==> config.mk <==
export PLATFORM = sky130hd
export DESIGN_NAME = psum_collector
export DESIGN_NICKNAME = d
export VERILOG_FILES = /design/src/rtl/psum_collector.sv
export SDC_FILE = /design/constraint.sdc
export NUM_CORES = 1
export LEC_CHECK = 0
export CORE_UTILIZATION = 44
export CTS_BUF_LIST = sky130_fd_sc_hd__clkbuf_8
export DETAILED_ROUTE_END_ITERATION = 8
export PLACE_DENSITY = 0.81
export SETUP_SLACK_MARGIN = 0.4
export SYNTH_ARGS = -nofsm -noshare
export SYNTH_HDL_FRONTEND = slang
export SYNTH_SLANG_ARGS = --single-unit
==> constraint.sdc <==
create_clock -name clk -period 3.1 [get_ports clk]
set_input_delay 0.465 -clock clk [delete_from_list [all_inputs] [get_ports clk]]
set_output_delay 0.465 -clock clk [all_outputs]
set_load 0.02 [all_outputs]
==> src/rtl/psum_collector.sv <==
// Partial-sum collector: adds the k-th element of N PE rows and writes the sum
// to the global buffer, optionally accumulating onto the stored word.
module psum_collector #(
  parameter int N                        = 3,
  parameter int DATA_WIDTH               = 16,
  parameter int GLOBAL_BUFFER_ADDR_WIDTH = 10,
  parameter int OUT_LEN_WIDTH            = 4
) (
  input  logic                                clk,
  input  logic                                rst,
  input  logic                                Start,
  input  logic [GLOBAL_BUFFER_ADDR_WIDTH-1:0] base_addr,
  input  logic [OUT_LEN_WIDTH-1:0]            out_len,
  input  logic                                acc,
  input  logic [N*DATA_WIDTH-1:0]             psum_in,
  input  logic [N-1:0]                        psum_valid,
  output logic                                psum_ready,
  output logic                                gb_rd_en,
  output logic [GLOBAL_BUFFER_ADDR_WIDTH-1:0] gb_rd_addr,
  input  logic [DATA_WIDTH-1:0]               gb_rd_data,
  output logic                                gb_wr_en,
  output logic [GLOBAL_BUFFER_ADDR_WIDTH-1:0] gb_wr_addr,
  output logic [DATA_WIDTH-1:0]               gb_wr_data,
  output logic                                Done
);

  typedef enum logic [1:0] {S_IDLE, S_COLLECT, S_FLUSH, S_DONE} state_t;

  state_t                              state, next_state;
  logic [GLOBAL_BUFFER_ADDR_WIDTH-1:0] base_q;
  logic [OUT_LEN_WIDTH-1:0]            len_q;
  logic                                acc_q;
  logic [OUT_LEN_WIDTH-1:0]            k_q;
  logic                                wr_pending;
  logic [DATA_WIDTH-1:0]               sum_q;
  logic [GLOBAL_BUFFER_ADDR_WIDTH-1:0] addr_q;

  logic                                xfer;
  logic [DATA_WIDTH-1:0]               sum_c;
  logic [GLOBAL_BUFFER_ADDR_WIDTH-1:0] addr_c;

  always_ff @(posedge clk) begin
    if (rst) state <= S_IDLE;
    else     state <= next_state;
  end

  // A transfer needs every PE valid at once; partial valid simply stalls.
  always_comb begin
    next_state = state;
    xfer       = 1'b0;
    case (state)
      S_IDLE: begin
        if (Start) next_state = (out_len == '0) ? S_DONE : S_COLLECT;
      end
      S_COLLECT: begin
        if (&psum_valid) begin
          xfer = 1'b1;
          if (k_q == len_q - OUT_LEN_WIDTH'(1)) next_state = S_FLUSH;
        end
      end
      S_FLUSH: next_state = S_DONE;
      S_DONE:  next_state = S_IDLE;
      default: next_state = S_IDLE;
    endcase
  end

  always_comb begin
    sum_c = '0;
    for (int i = 0; i < N; i++) sum_c = sum_c + psum_in[i*DATA_WIDTH +: DATA_WIDTH];
    addr_c = base_q + GLOBAL_BUFFER_ADDR_WIDTH'(k_q);
  end

  always_ff @(posedge clk) begin
    if (rst) begin
      base_q     <= '0;
      len_q      <= '0;
      acc_q      <= 1'b0;
      k_q        <= '0;
      wr_pending <= 1'b0;
      sum_q      <= '0;
      addr_q     <= '0;
    end else begin
      if (state == S_IDLE && Start) begin
        base_q <= base_addr;
        len_q  <= out_len;
        acc_q  <= acc;
        k_q    <= '0;
      end else if (xfer) begin
        k_q <= k_q + OUT_LEN_WIDTH'(1);
      end
      wr_pending <= xfer;
      if (xfer) begin
        sum_q  <= sum_c;
        addr_q <= addr_c;
      end
    end
  end

  // The read is issued in the transfer cycle so its data meets the registered sum one cycle later.
  assign psum_ready = (state == S_COLLECT);
  assign Done       = (state == S_DONE);
  assign gb_rd_en   = xfer & acc_q;
  assign gb_rd_addr = gb_rd_en ? addr_c : '0;
  assign gb_wr_en   = wr_pending;
  assign gb_wr_addr = wr_pending ? addr_q : '0;
  assign gb_wr_data = wr_pending ? (sum_q + (acc_q ? gb_rd_data : '0)) : '0;

endmodule
==> impl_metrics.tcl, run 1 <==
set metrics [dict create \
    synth_top_family_by_area "simple AND/OR/NAND/NOR gates" \
    setup_viol 0 \
    grt_start_max_net_pins 31 \
    synth_nets 641 \
    final.min_clock_period_ps 3050 \
    path_clk_slew_ps 80 \
    power.density_nw_per_um2 352 \
    grt_usage_pct 23.1 \
    drc_errors 14 \
    syn_to_final_growth_pct 62.5 \
    drt_iter0_drc 126 \
    h-tree-depth 2 \
    layout_commonest_cell "nand2_1" \
    seq_area_frac_synth_pct 23.9 \
    fp.dieH_um 97.6 \
    irDropWorstVdd_v 0.000226 \
    wire_per_inst_um 14.3 \
    timing.hold.ws_ps 460 \
    ys.flop_type "dfxtp_1" \
    diodes 0 \
    slew_viol_final 0 \
    gp_routability_congestion 0.846 \
    ys_ff_latch 48 \
    async_reset_ff_share_pct 0 \
    first_pass_iters 7 \
    antenna_left 0 \
    die_w_um 97.6 \
    core.rowCount 34 \
    final_hold_viol_count 0 \
    period_share_pct 98.3 \
    skew_ps 9.33 \
    coreArea_um2 8810 \
    dr_total_vias 4169 \
    syn_area_per_cell_um2 8.08 \
    io_pins 125 \
    synth_edf_count 0 \
    fmax_mhz 328 \
    grt_pass1_vias 4091 \
    seq_area_um2 970 \
    fillers 623 \
    cts_hold_buffers 0 \
    ys_types 46 \
    synth_compound_area_share_pct 18.5 \
    cts_sinks 48 \
    start_util_pct 45.7 \
    synth_area_um2 4020 \
    layout-drive-gt1-share_pct 29.5 \
    final_cell_mix "76 x nand2_1, 75 x buf_4, 68 x clkdlybuf4s50_1, 45 x dfxtp_1, 41 x a21oi_1" \
    synthMuxAreaShare_pct 0.995 \
    syn_inst 498 \
    antenna_found_initial 0 \
    root_buffer "clkbuf_8" \
    fin_cells 796 \
    violations "design-rule violations" \
    maxCapViolCount 0 \
    cts_buffers 5 \
    synth-adder-area-share_pct 21.4 \
    criticalPathCategory "register to output port" \
    multiInputGateArea_um2 3410 \
    status "finished, violations left" \
    synthSimpleGateAreaFrac_pct 22.5 \
    grt_pass1_wl_um 18100 \
    vias_per_cell 5.24 \
    crit_fanout 4 \
    place_inst 760 \
    end_kind "output port" \
    clk_latency_ps 300 \
    ys.warnings.count 0 \
    die_area_um2 9530 \
    cts_tree "built" \
    portBuffers 124 \
    tightestPinTransition_ps 671 \
    cp-start-kind "register" \
    rsz0062_at_grt "yes" \
    gr-total-overflow 0 \
    nNetsFinal 830 \
    slew_headroom_pct 55.3 \
    leakagePower_nw 2.83 \
    drt_wl_total_um 11400 \
    holdCritPathClass "register to register" \
    clockBufferDepth 2 \
    dpl.hpwl_um 8380 \
    synth-xor-area-share_pct 8.49 \
    cp.required_ps 2630 \
    worstPathArrival_ps 2580 \
]
==> power by group <==
part           switching [mW]  leakage (nW)  internal, mW
clock                   0.208        0.0434         0.181
combinational           0.563          2.40         0.606
sequential             0.0636         0.392         0.680
==> layer usage <==
metal  wire [µm]  global-route usage (%)  part of all wire [%]
met5           0                       0                     0
met4         145                    7.34                   1.3
met3         598                    2.81                   5.2
met2        5820                    41.4                    51
met1        4850                    28.7                    42
==> synthesized netlist by cell type, types with 2 or more instances <==
library cell / n / share of area (%)
nor2_1: 32 / 3.0
and2_1: 34 / 5.3
and3_1: 4 / 0.62
clkbuf_1: 14 / 1.3
xor2_1: 16 / 3.5
nand2b_1: 4 / 0.62
nor2b_1: 6 / 0.93
xnor2_1: 23 / 5.0
nand4_1: 7 / 1.1
ha_1: 40 / 12
o21ai_0: 14 / 1.7
dfxtp_1: 48 / 24
nor3b_1: 2 / 0.37
or4_1: 2 / 0.37
nand2_1: 81 / 7.6
o211ai_1: 2 / 0.37
inv_1: 25 / 2.3
o31ai_1: 4 / 0.75
o22ai_1: 3 / 0.47
o21a_1: 6 / 1.1
o21ai_2: 2 / 0.44
fa_1: 18 / 9.0
nand3_1: 3 / 0.37
nor3_1: 8 / 1.0
a31oi_1: 4 / 0.62
a211oi_1: 11 / 2.1
a21oi_1: 50 / 6.2
a21o_1: 10 / 1.9
nor4b_1: 2 / 0.44
mux2i_1: 4 / 1.0
buf_1: 3 / 0.28
buf_2: 2 / 0.25
==> path summary, 6_finish.rpt <==
path | startpoint | slack [ps] | depth (start not counted) | endpoint
worst max-delay path | acc_q | 50 | 12 | gb_wr_data[8]
worst min-delay path | addr_q[1] | 460 | 2 | addr_q[1]
worst max register to register | base_q[1] | 1140 | 10 | addr_q[9]
worst min register to register | addr_q[1] | 460 | 2 | addr_q[1]
==> state kept, by name, summed over array words and instances, names as in the netlist <==
signal and count:
base_q 10, acc_q 1, k_q 4, gb_wr_en 1
state 2, sum_q 16, addr_q 10, len_q 4
==> worst max-delay path: stages, from the launching register on <==
cell	delay [ps]
dfxtp_4	380
and2_4	160
ha_4	120
inv_2	40
fa_2	360
and2b_1	240
o21ai_2	80
a21boi_2	200
buf_4	160
o22ai_1	90
xnor2_1	170
and2_1	170
buf_6	120
==> kinds of logic (layout without fill, tap and decap cells) <==
kind of cell    count (synthesis)  count (layout)
mux                             4               4
buf+inv                        44             234
fa+ha+maj                      58              58
flops                          48              48
xor+xnor                       39              39
compound gates                116             116
simple gates                  189             189
==> metrics by stage <==
stage | worst slack, ps | utilization [%] | area [µm²] | power, mW | TNS (ps)
after detailed placement | -580 | 65.1 | 5740 | 1.73 | -5210
after global placement | -518 | 65.1 | 5740 | 1.69 | -4860
final | 52.4 | 74.2 | 6540 | 2.30 | 0
after floorplan | 320 | - | 4090 | 1.38 | 0
after global routing | -59.9 | 74.2 | 6540 | 2.45 | -291
after CTS | 47.1 | 70.3 | 6190 | 2.21 | 0
==> repair_timing <==
action	4_1_cts	5_1_grt
pin swaps	50	47
endpoints found under the setup margin	33	28
resized for setup	166	82
buffers inserted	18	10
cloned	0	0
==> cell type report <==
class,count,area share [%]
Timing Repair Buffer,201,28.1
Tap cell,108,2.07
Clock buffer,6,1.26
Clock inverter,2,0.230
Inverter,25,1.44
Sequential cell,48,14.8
Multi-Input combinational cell,406,52.1
No activity file was read; power rests on OpenSTA's default activity.
==> run 2, diff against run 1 <==
Settings changed: CAP_MARGIN from default to 15.
==> results of run 2 <==
The final DEF is identical to that of run 1; final timing and power are the same.
==> run 3, diff against run 2 <==
Settings changed: TNS_END_PERCENT from default to 20.
==> run 3 against run 2 <==
Effect of this change: the run still ends with design-rule violations left; critical endpoint is now gb_wr_data[15]; via count about the same; clock power grew 22%; non-clock buffer count decreased by 14; global-route usage fell by 0.84 points; final cell count fell by 1.8%; utilization decreased by 2.0 points; worst hold slack improved by 10 ps; sequential share of layout area increased by 0.45 points; sequential power about the same; combinational power shrank 5%.
==> impl_metrics.tcl, run 3 (synthesis results as in run 1) <==
set metrics [dict create \
    r2r_cells 9 \
    clockPowerShare_pct 20.4 \
    power.switching_mw 0.818 \
    utilization_pct 72.2 \
    power.density_nw_per_um2 365 \
    slew_headroom_pct 54.1 \
    cts_hold_buffers 0 \
    cp.required_ps 2630 \
    drc_errors 12 \
    cts_buffers 5 \
    cts_tree "built" \
    cp.depth 11 \
    first_pass_iters 6 \
    h-tree-depth 2 \
    wire_per_inst_um 14.4 \
    worstPathArrival_ps 2590 \
    path_clk_slew_ps 90 \
    largest_reg_flops 16 \
    cp_common_cell "a21oi_1" \
    end_kind "output port" \
    crit_fanout 4 \
    start_util_pct 45.7 \
    diodes 0 \
    finalSetupTns_ps 0 \
    seqPwrFrac_pct 31.9 \
    die_w_um 97.6 \
    irDropWorstVdd_v 0.000205 \
    dr_total_vias 4172 \
    clk_latency_ps 310 \
    cpPeakStageDelay_ps 400 \
    drt_wl_total_um 11300 \
    gp_routability_congestion 0.843 \
    layout_commonest_cell "clkdlybuf4s50_1" \
    violations "design-rule violations" \
    r2r_slack_ps 1040 \
    fp.dieH_um 97.6 \
    rsz0062_at_grt "yes" \
    drt_iter0_drc 160 \
    slew_viol_final 0 \
    cp_top_family "compound AO/OA/AOI/OAI gates" \
    die_area_um2 9530 \
    period_share_pct 98.6 \
    tightestPinTransition_ps 688 \
    grt_pass1_vias 4026 \
    coreArea_um2 8810 \
    slowest_stage "clkdlybuf4s50_1" \
    clockBufferDepth 2 \
    nNetsFinal 816 \
    final.min_clock_period_ps 3060 \
    worst-path-buf-inv 2 \
    antenna_left 0 \
    leakagePower_nw 2.87 \
    reg_top3 "sum_q (16), addr_q (10), base_q (10)" \
    setup_viol 0 \
    grt_start_max_net_pins 40 \
    antenna_found_initial 0 \
    portBuffers 124 \
    syn_to_final_growth_pct 58.1 \
    criticalPathCategory "input port to output port" \
    worstHoldPathCells 2 \
    dpl.hpwl_um 8430 \
    final_cell_mix "84 x clkdlybuf4s50_1, 78 x nand2_1, 68 x buf_4, 45 x dfxtp_1, 40 x a21oi_1" \
    grt_usage_pct 22.3 \
    fmax_mhz 327 \
    grt_pass1_wl_um 17500 \
    power.internal_mw 1.50 \
    maxCapViolCount 0 \
    root_buffer "clkbuf_8" \
    combPwrFrac_pct 47.7 \
    io_pins 125 \
    gr-total-overflow 0 \
    layout-drive-gt1-share_pct 24.6 \
    regMostFlops "sum_q" \
    vias_per_cell 5.34 \
    core.rowCount 34 \
    holdCritPathClass "register to register" \
    p_sw_share_pct 35.3 \
    skew_ps 13.9 \
    final_hold_viol_count 0 \
    worstPathCellList "clkdlybuf4s50_1 -> and2_1 -> ha_1 -> a21oi_2 -> o21ai_0 -> a21oi_1 -> nand2_1 -> o21ai_1 -> a21oi_1 -> o22ai_1 -> buf_4" \
    pre_cts_ws_ps -576 \
    cts_sinks 48 \
    status "finished, violations left" \
    cp-start-kind "input port" \
    setup_ws_ps 42.1 \
]
run 3: cell count changes in the layout (fill, tap and decap cells not counted), moves of 5 or more:
cell and delta:
clkdlybuf4s50_1 +16, dlygate4sd2_1 -10, ha_1 +8, buf_4 -7
buf_6 -7, ha_4 -7, and2_1 +5
run 3: worst register-to-register path: stages (launching register included):
cell and delay (ps):
dfxtp_4 380, ha_4 170, fa_2 360, a21o_1 200, a21oi_2 200, xor2_1 270
buf_4 160, nor2_1 40, a21oi_1 130, nor2_1 50
run 3: what timing repair did:
action,in CTS,in global routing
buffers inserted,5,4
resized for setup,90,105
pin swaps,25,65
gates cloned,0,0
endpoints found under the setup margin,33,35
run 3: power by group through the flow:
stage	Sequential [mW]	Combinational, mW	Clock, mW
after floorplan	0.732	0.641	0
after global placement	0.745	0.953	0
after detailed placement	0.748	0.990	0
after CTS	0.735	1.02	0.479
after global routing	0.749	1.22	0.501
final	0.741	1.11	0.473
run 3: final timing paths:
kind                                      from        endpoint
worst max register to register          k_q[0]       addr_q[4]
worst min register to register       base_q[2]       base_q[2]
worst max-delay path            gb_rd_data[12]  gb_wr_data[15]
worst min-delay path                 base_q[2]       base_q[2]
run 3: per-stage QoR:
stage	power, mW	instance area, µm²	hold WS [ps]	std cells
6_report	2.32	6360	470	782
3_3_place_gp	1.70	5760	442	765
4_1_cts	2.24	6060	469	778
5_1_grt	2.47	6360	486	782
3_5_place_dp	1.74	5760	454	765
2_1_floorplan	1.37	4070	432	498
run 3: area by class of cell:
class,instances,area [µm²]
Clock buffer,6,82.6
Sequential cell,48,972
Fill cell,655,2440
Multi-Input combinational cell,406,3290
Tap cell,108,135
Clock inverter,2,38.8
Inverter,25,93.8
Timing Repair Buffer,187,1750
run 3: metal layers:
layer,vias to the layer above,GRT usage [%],share of wire [%]
met2,131,41.7,52
met5,-,0,0
li1,2046,-,-
met3,24,2.73,5.1
met1,1971,26.8,41
met4,0,5.36,1.7
